--- src/rtl/song_sequencer_pkg.sv ---
// Shared definitions for the song sequencer: ROM word fields, note/duration widths
// and the sequencer state encoding.
package music_defs;

  localparam int END_BIT  = 15;
  localparam int ADV_BIT  = 14;
  localparam int NOTE_MSB = 11;
  localparam int NOTE_LSB = 6;
  localparam int DUR_MSB  = 5;
  localparam int DUR_LSB  = 0;
  localparam int NOTE_W   = 6;
  localparam int DUR_W    = 6;

  localparam logic [2:0] ST_IDLE       = 3'd0;
  localparam logic [2:0] ST_FETCH      = 3'd1;
  localparam logic [2:0] ST_WAIT_ROM   = 3'd2;
  localparam logic [2:0] ST_ALLOC      = 3'd3;
  localparam logic [2:0] ST_WAIT_BEATS = 3'd4;
  localparam logic [2:0] ST_DONE       = 3'd5;

  typedef enum logic [2:0] {
    S_IDLE       = ST_IDLE,
    S_FETCH      = ST_FETCH,
    S_WAIT_ROM   = ST_WAIT_ROM,
    S_ALLOC      = ST_ALLOC,
    S_WAIT_BEATS = ST_WAIT_BEATS,
    S_DONE       = ST_DONE
  } state_t;

  function automatic logic [NOTE_W-1:0] entry_note(input logic [15:0] word);
    return word[NOTE_MSB:NOTE_LSB];
  endfunction

  function automatic logic [DUR_W-1:0] entry_dur(input logic [15:0] word);
    return word[DUR_MSB:DUR_LSB];
  endfunction

endpackage

--- src/rtl/song_sequencer_voice_picker.sv ---
// Combinational priority encoder: grants the lowest-index voice that is not busy.
module voice_picker #(
  parameter int NUM_VOICES = 3
) (
  input  logic [NUM_VOICES-1:0] busy,
  output logic [NUM_VOICES-1:0] grant,
  output logic                  none_free
);

  logic found_s;

  // lowest free voice wins
  always_comb begin
    grant   = '0;
    found_s = 1'b0;
    for (int i = 0; i < NUM_VOICES; i++) begin
      if (!busy[i] && !found_s) begin
        grant[i] = 1'b1;
        found_s  = 1'b1;
      end else begin
        found_s  = found_s;
      end
    end
    none_free = &busy;
  end

endmodule

--- src/rtl/song_sequencer.sv ---
// Walks a song in ROM, hands each note to the lowest free voice and paces the
// song by counting beats; supports chords, rests, pause and restart.
module song_sequencer
  import music_defs::*;
#(
  parameter int NUM_VOICES = 3,
  parameter int SONG_BITS  = 2,
  parameter int IDX_BITS   = 5
) (
  input  logic                          clk,
  input  logic                          reset,
  input  logic                          play,
  input  logic                          new_song,
  input  logic [SONG_BITS-1:0]          song_sel,
  input  logic                          beat,
  output logic [SONG_BITS+IDX_BITS-1:0] rom_addr,
  input  logic [15:0]                   rom_data,
  output logic [NOTE_W-1:0]             note_to_load,
  output logic [DUR_W-1:0]              duration_to_load,
  output logic [NUM_VOICES-1:0]         load_new_note,
  input  logic [NUM_VOICES-1:0]         done_with_note,
  output logic [NUM_VOICES-1:0]         voice_busy,
  output logic                          song_done
);

  localparam logic [IDX_BITS-1:0] IDX_MAX = {IDX_BITS{1'b1}};
  localparam logic [IDX_BITS-1:0] IDX_ONE = {{(IDX_BITS-1){1'b0}}, 1'b1};

  state_t                        state_r, state_s;
  logic [SONG_BITS-1:0]          song_r, song_s;
  logic [IDX_BITS-1:0]           index_r, index_s;
  logic [DUR_W-1:0]              cnt_r, cnt_s;
  logic [15:0]                   entry_r, entry_s;
  logic [NOTE_W-1:0]             note_r, note_s;
  logic [DUR_W-1:0]              dur_r, dur_s;
  logic [NUM_VOICES-1:0]         load_r, load_s;
  logic [NUM_VOICES-1:0]         busy_r, busy_s;
  logic                          done_r, done_s;
  logic [SONG_BITS+IDX_BITS-1:0] addr_r, addr_s;
  logic [NUM_VOICES-1:0]         grant_s;
  logic                          none_free_s;
  logic                          do_adv_s, do_inc_s;

  voice_picker #(.NUM_VOICES(NUM_VOICES)) u_picker (
    .busy      (busy_r),
    .grant     (grant_s),
    .none_free (none_free_s)
  );

  // sequencing decisions and next values of every register
  always_comb begin
    state_s  = state_r;
    song_s   = song_r;
    index_s  = index_r;
    cnt_s    = cnt_r;
    entry_s  = entry_r;
    note_s   = note_r;
    dur_s    = dur_r;
    load_s   = '0;
    done_s   = done_r;
    do_adv_s = 1'b0;
    do_inc_s = 1'b0;

    if (new_song) begin
      song_s  = song_sel;
      index_s = '0;
      done_s  = 1'b0;
      state_s = S_FETCH;
    end else if (play) begin
      case (state_r)
        S_FETCH:    state_s = S_WAIT_ROM;
        S_WAIT_ROM: begin
          entry_s = rom_data;
          state_s = S_ALLOC;
        end
        S_ALLOC: begin
          if (entry_r[END_BIT]) begin
            state_s = S_DONE;
            done_s  = 1'b1;
          end else if (entry_note(entry_r) == 6'd0) begin
            do_adv_s = 1'b1;
          end else if (none_free_s) begin
            state_s = S_ALLOC;
          end else begin
            load_s   = grant_s;
            note_s   = entry_note(entry_r);
            dur_s    = entry_dur(entry_r);
            do_adv_s = 1'b1;
          end
        end
        S_WAIT_BEATS: begin
          if (beat) begin
            cnt_s    = cnt_r - 6'd1;
            do_inc_s = (cnt_r <= 6'd1);
          end else begin
            cnt_s = cnt_r;
          end
        end
        default: state_s = state_r;
      endcase

      if (do_adv_s) begin
        if (entry_r[ADV_BIT] && (entry_dur(entry_r) != 6'd0)) begin
          cnt_s   = entry_dur(entry_r);
          state_s = S_WAIT_BEATS;
        end else begin
          do_inc_s = 1'b1;
        end
      end else begin
        do_inc_s = do_inc_s;
      end

      // running off the end of the table finishes the song rather than wrapping
      if (do_inc_s) begin
        if (index_r == IDX_MAX) begin
          state_s = S_DONE;
          done_s  = 1'b1;
        end else begin
          index_s = index_r + IDX_ONE;
          state_s = S_FETCH;
        end
      end else begin
        index_s = index_s;
      end
    end else begin
      state_s = state_r;
    end

    busy_s = (busy_r & ~done_with_note) | load_s;
    addr_s = {song_s, index_s};
  end

  // state and registered outputs
  always_ff @(posedge clk or negedge reset) begin
    if (!reset) begin
      state_r <= S_IDLE;
      song_r  <= '0;
      index_r <= '0;
      cnt_r   <= '0;
      entry_r <= 16'd0;
      note_r  <= '0;
      dur_r   <= '0;
      load_r  <= '0;
      busy_r  <= '0;
      done_r  <= 1'b0;
      addr_r  <= '0;
    end else begin
      state_r <= state_s;
      song_r  <= song_s;
      index_r <= index_s;
      cnt_r   <= cnt_s;
      entry_r <= entry_s;
      note_r  <= note_s;
      dur_r   <= dur_s;
      load_r  <= load_s;
      busy_r  <= busy_s;
      done_r  <= done_s;
      addr_r  <= addr_s;
    end
  end

  assign rom_addr         = addr_r;
  assign note_to_load     = note_r;
  assign duration_to_load = dur_r;
  assign load_new_note    = load_r;
  assign voice_busy       = busy_r;
  assign song_done        = done_r;

endmodule

--- config.mk ---
export PLATFORM = sky130hd
export DESIGN_NAME = song_sequencer
export DESIGN_NICKNAME = d
export VERILOG_FILES = /design/src/rtl/song_sequencer_pkg.sv /design/src/rtl/song_sequencer_voice_picker.sv /design/src/rtl/song_sequencer.sv
export SDC_FILE = /design/constraint.sdc
export NUM_CORES = 1
export LEC_CHECK = 0
export CAP_MARGIN = 20
export CORE_ASPECT_RATIO = 0.7
export CORE_MARGIN = 3
export CORE_UTILIZATION = 54
export CTS_CLUSTER_DIAMETER = 120
export DETAILED_ROUTE_END_ITERATION = 7
export PLACE_DENSITY = 0.85
export SYNTH_ARGS = -nofsm -noshare
export SYNTH_HDL_FRONTEND = slang
export SYNTH_HIERARCHICAL = 1
export SYNTH_SLANG_ARGS = --single-unit
--- constraint.sdc ---
create_clock -name clk -period 5.6 [get_ports clk]
set_input_delay 1.4 -clock clk [delete_from_list [all_inputs] [get_ports clk]]
set_output_delay 1.4 -clock clk [all_outputs]
set_load 0.01 [all_outputs]
Yosys cells after proc, flatten, opt, wreduce, memory -nomap -nowiden
Index checks and enable logic that the tools add are counted.
Storage, ports and cells
  register bits: 58
  bits of input ports: 26
  output and inout bits: 26
  logic and storage cells: 86
Cells by class
  $add $sub $neg: 2
  order comparisons: 1
  eq/ne operators: 5
  multiplexer cells: 47
  bitwise operators: 7
  reduce and logical (&&, ||, !) cells: 13
Operators by type and width (number)
  $mux 3: 15
  $mux 6: 4
  $mux 1: 22
  $mux 5: 4
  $pmux 3 s3: 1
  $eq 3x2->1 const B: 2
  $le 6x1->1 const B: 1
  $logic_not 6->1: 1
  $reduce_and 3->1: 2
  $reduce_and 6->1: 1
  $reduce_bool 6->1: 1
  $sub 6x1->6 const B: 1
  $add 5x1->5 const B: 1
  $eq 5x5->1 const B: 1
  $not 1->1: 4
  $and 3x3->3: 1
  $eq 3x1->1 const B: 1
  $eq 3x3->1 const B: 1
  $logic_and 1x1->1: 3
  $logic_not 1->1: 3
  $not 3->3: 1
  $or 3x3->3: 1
  $mux 2: 1
  $reduce_and 2->1: 1
  $reduce_bool 2->1: 1

Depth between registers and ports, before layout
  depth after elaboration: 13
  mapped depth: 8

By module
Netlist, hierarchy kept.
Modules (own cells, without submodules)
  song_sequencer: times used 1, cells each 183, area an instance 2273.4 um2, sequential area each 1226.2 um2
  voice_picker: times used 1, cells each 4, area an instance 30.0 um2, sequential area each 0.0 um2

Worst setup path before layout
OpenSTA, ideal clock, no wires.
  path type: input-to-reg
  start point: in new_song
  end point: reg dur_r[0], in the netlist duration_to_load[0]
  arrival time: 2848 ps
  path slack: 2628 ps
  cell stages on the path: 6
  path buffers: 2
  cells stage by stage: clkbuf_1 -> nand2b_1 -> or2_2 -> nor3_2 -> buf_4 -> mux2_2
On the way
  longest elaborated chain between the ends: 2
Ends and longest elaborated chain
  start: declaration: RTL line song_sequencer.sv:13  | input logic new_song,
  $not 1->1 (no line)
  $reduce_and 6->1 (no line)
  end signal: assignment: RTL line song_sequencer.sv:154  | dur_r <= dur_s;
  end: declaration: RTL line song_sequencer.sv:35  | logic [DUR_W-1:0] dur_r, dur_s;
Every way passes these cells.
A chain may end at the register's enable or synchronous reset.

Worst setup path in the final report
  start point: in new_song
  end point: reg note_r[2], in the netlist note_to_load[2]
On the way
  longest elaborated chain between the ends: 2
Ends and longest elaborated chain
  $not 1->1 (no line)
  $reduce_and 6->1 (no line)
  end signal: assignment: RTL line song_sequencer.sv:153  | note_r <= note_s;
  end: declaration: RTL line song_sequencer.sv:34  | logic [NOTE_W-1:0] note_r, note_s;
Every way passes these cells.

==> results.sh <==
export IMPL_min_period_ns=3.39
export IMPL_wl_mm=4.82
export IMPL_wire_per_inst_um=16.4
export IMPL_p_leak_nw=1.34
export IMPL_worstPathMaxFanout=10
export IMPL_postRouteAntennaNets=0
export IMPL_synth_area_leader_cell="dfrtp_1"
export IMPL_syn_area_um2=2300
export IMPL_utilization_pct=74.2
export IMPL_grt_max_degree=50
export IMPL_critPathKind="input pin to register"
export IMPL_clock_sinks=49
export IMPL_drt_initial_drc_count=89
export IMPL_nNetsFinal=270
export IMPL_max_freq_mhz=295
export IMPL_cts_root_buf="clkbuf_8"
export IMPL_outcome="finished, final reports clean"
export IMPL_crit_path_end_kind="register"
export IMPL_postSynthRegisterBits=49
export IMPL_die_y_um=60.6
export IMPL_synth_area_mux_share_pct=13.7
export IMPL_start_kind="input pin"
export IMPL_row_count=19
export IMPL_layout_drive_gt1_share_pct=22.4
export IMPL_dp_hpwl_mm=3.33
export IMPL_final_hold_violation_count=0
export IMPL_relSlewSlack_pct=61.7
export IMPL_antenna_found_initial=0
export IMPL_io_pins=52
export IMPL_syn_to_final_growth_pct=29.3
export IMPL_synth_ff_type="dfrtp_1"
export IMPL_cts_made_buffers=5
export IMPL_r2r_end="note_to_load[2]"
export IMPL_grt_pass1_wl_mm=7.84
export IMPL_tritoncts="yes"
export IMPL_floorplan_initialDensity_pct=57.3
export IMPL_ctsHoldBuffers=0
export IMPL_seq_area_frac_synth_pct=53.2
export IMPL_grt_setup_unrepaired="no"
export IMPL_async_reset_ff_share_pct=100
export IMPL_ir_drop_mv=0.266
export IMPL_synth_edf_count=0
export IMPL_min_path_type="register to register"
export IMPL_drv_slew=0
export IMPL_drt_first_pass_iters=4
export IMPL_reg2reg_depth=5
export IMPL_grt_pass1_vias=1593
export IMPL_drc=0
export IMPL_synthSimpleGateAreaFrac_pct=16.0
export IMPL_place_congestion=0.800
export IMPL_finalSetupTns_ns=0
export IMPL_skew_ns=0.00486
export IMPL_finalPower_mw=1.15
export IMPL_clock_path_buffers=2
export IMPL_worstPathArrival_ns=3.59
export IMPL_die_area_um2=5100
export IMPL_r2r_start="state_r[2]"
export IMPL_stdcell_count=293
export IMPL_synthAdderAreaFrac_pct=2.17
export IMPL_htreeDepth=2
export IMPL_synth_distinct_cells=49
export IMPL_cp_endpoint="note_to_load[2]"
export IMPL_hold_ws_ns=0.496
export IMPL_diodes=0
export IMPL_fillCellCount=269
export IMPL_startpoint="new_song"
export IMPL_synth_top_cell_area_share_pct=53.2
export IMPL_postSynthNetCount=217
export IMPL_synth_top_family_by_area="simple AND/OR/NAND/NOR gates"
export IMPL_post_cts_resized=0
export IMPL_grt_total_usage_pct=19.9
export IMPL_dp_cells=282
export IMPL_vias=1642
export IMPL_worstPathRequired_ns=5.79
export IMPL_p_per_area_nw_per_um2=386
export IMPL_avgSynthCellArea_um2=12.3
export IMPL_netlist_instances=187
export IMPL_fp_coreArea_um2=4020
export IMPL_fp_dieW_um=84.1
export IMPL_synth_compound_area_share_pct=11.7
export IMPL_setup_violations=0
export IMPL_clkTransAtPathRegs_ns=0.09
export IMPL_fin_crit_sh_pct=60.6
export IMPL_clk_latency_ns=0.31
export IMPL_yosys_top_cells_area="dfrtp_1 (53%), mux2_2 (12%), ha_1 (2.2%), mux2_1 (2.0%), nor2_1 (2.0%)"
export IMPL_synth_xor_area_share_pct=0
export IMPL_tightest_slew_ns=0.573
export IMPL_ys_warn_count=6
export IMPL_post_cts_buffers=0
export IMPL_drv_cap=0
export IMPL_vias_per_cell=5.60
export IMPL_rrSetupSlack_ns=3.36
export IMPL_port_buffers=49
export IMPL_overflow=0
[placed cells by master (no fill, tap or decap), drive strengths merged, types with 3 or more instances in the layout]
| cell | n |
|---|---|
| nor3 | 10 |
| inv | 10 |
| a31oi | 4 |
| clkdlybuf4s50 | 48 |
| a21boi | 3 |
| nand2 | 5 |
| a211oi | 6 |
| clkbuf | 5 |
| a21o | 3 |
| mux2 | 28 |
| ha | 4 |
| and2 | 3 |
| nor2 | 12 |
| and3 | 5 |
| o21a | 5 |
| buf | 4 |
| o31a | 3 |
| a21oi | 3 |
| dfrtp | 49 |
[state kept, by name, indices dropped and copies added, names as in the netlist]
signal	cells
entry_r	14
note_to_load	6
cnt_r	6
duration_to_load	6
state_r	3
load_new_note	3
voice_busy	3
rom_addr	7
song_done	1
[where the power goes]
part | internal, mW | switching (mW) | total, mW
Clock | 0.134 | 0.122 | 0.255
Combinational | 0.205 | 0.137 | 0.341
Sequential | 0.459 | 0.0950 | 0.554
Total | 0.797 | 0.353 | 1.15
[synthesized netlist by cell type (3+ instances only)]
cell / count
nand2_1: 4
ha_1: 4
a31oi_1: 4
and2_1: 3
mux2_1: 4
a21oi_1: 3
inv_1: 10
a21o_1: 3
o21a_1: 5
and3_1: 4
nor3_1: 8
a21boi_1: 3
dfrtp_1: 49
a211oi_1: 5
buf_2: 3
nor2_1: 12
mux2_2: 24
[kinds of logic after synthesis]
kind of cell | Yosys count
AO/OA/AOI/OAI | 33
buffers and inverters | 16
AND/OR/NAND/NOR | 57
flip-flops | 49
adder cells (fa/ha/maj) | 4
multiplexers | 28
[stage by stage]
step                instance area, um^2  setup slack (ns)
floorplan                          2300              2.63
global placement                   2820              1.62
detailed placement                 2820              1.65
CTS                                2940              1.93
global route                       2980              2.07
finish                             2980              2.21
[routing by layer]
metal / up-vias / wire length (um) / track usage [%]
met4: 0 / 51 / 6.19
met1: 808 / 2320 / 27.7
met2: 34 / 2200 / 30.1
met5: - / 0 / 0
li1: 793 / - / -
met3: 7 / 241 / 6.38
[area by class of cell]
| cell class | count | area, um^2 | area share [%] |
|---|---|---|---|
| Clock inverter | 3 | 46.3 | 1.55 |
| Tap cell | 52 | 65.1 | 2.18 |
| Clock buffer | 5 | 68.8 | 2.31 |
| Timing Repair Buffer | 52 | 528 | 17.7 |
| Inverter | 10 | 37.5 | 1.26 |
| Sequential cell | 49 | 1230 | 41.2 |
| Multi-Input combinational cell | 122 | 1010 | 33.8 |
[worst min path at each step]
stage / from / endpoint / slack [ns] / cells past startpoint
final: duration_to_load[2] / duration_to_load[2] / 0.50 / 1
after global routing: duration_to_load[2] / duration_to_load[2] / 0.52 / 1
after CTS: duration_to_load[2] / duration_to_load[2] / 0.50 / 1
after detailed placement: duration_to_load[1] / duration_to_load[1] / 0.48 / 1
after global placement: duration_to_load[4] / duration_to_load[4] / 0.47 / 1
after floorplan: cnt_r[5] / cnt_r[5] / 0.45 / 1
[critical path, stage by stage]
cell and delay [ns]:
clkdlybuf4s50_1 0.57, nand2b_1 0.29, or2_2 0.34, nor3_2 0.41, buf_6 0.23, mux2_2 0.35
Note: power is estimated with default switching activity, not from simulation.
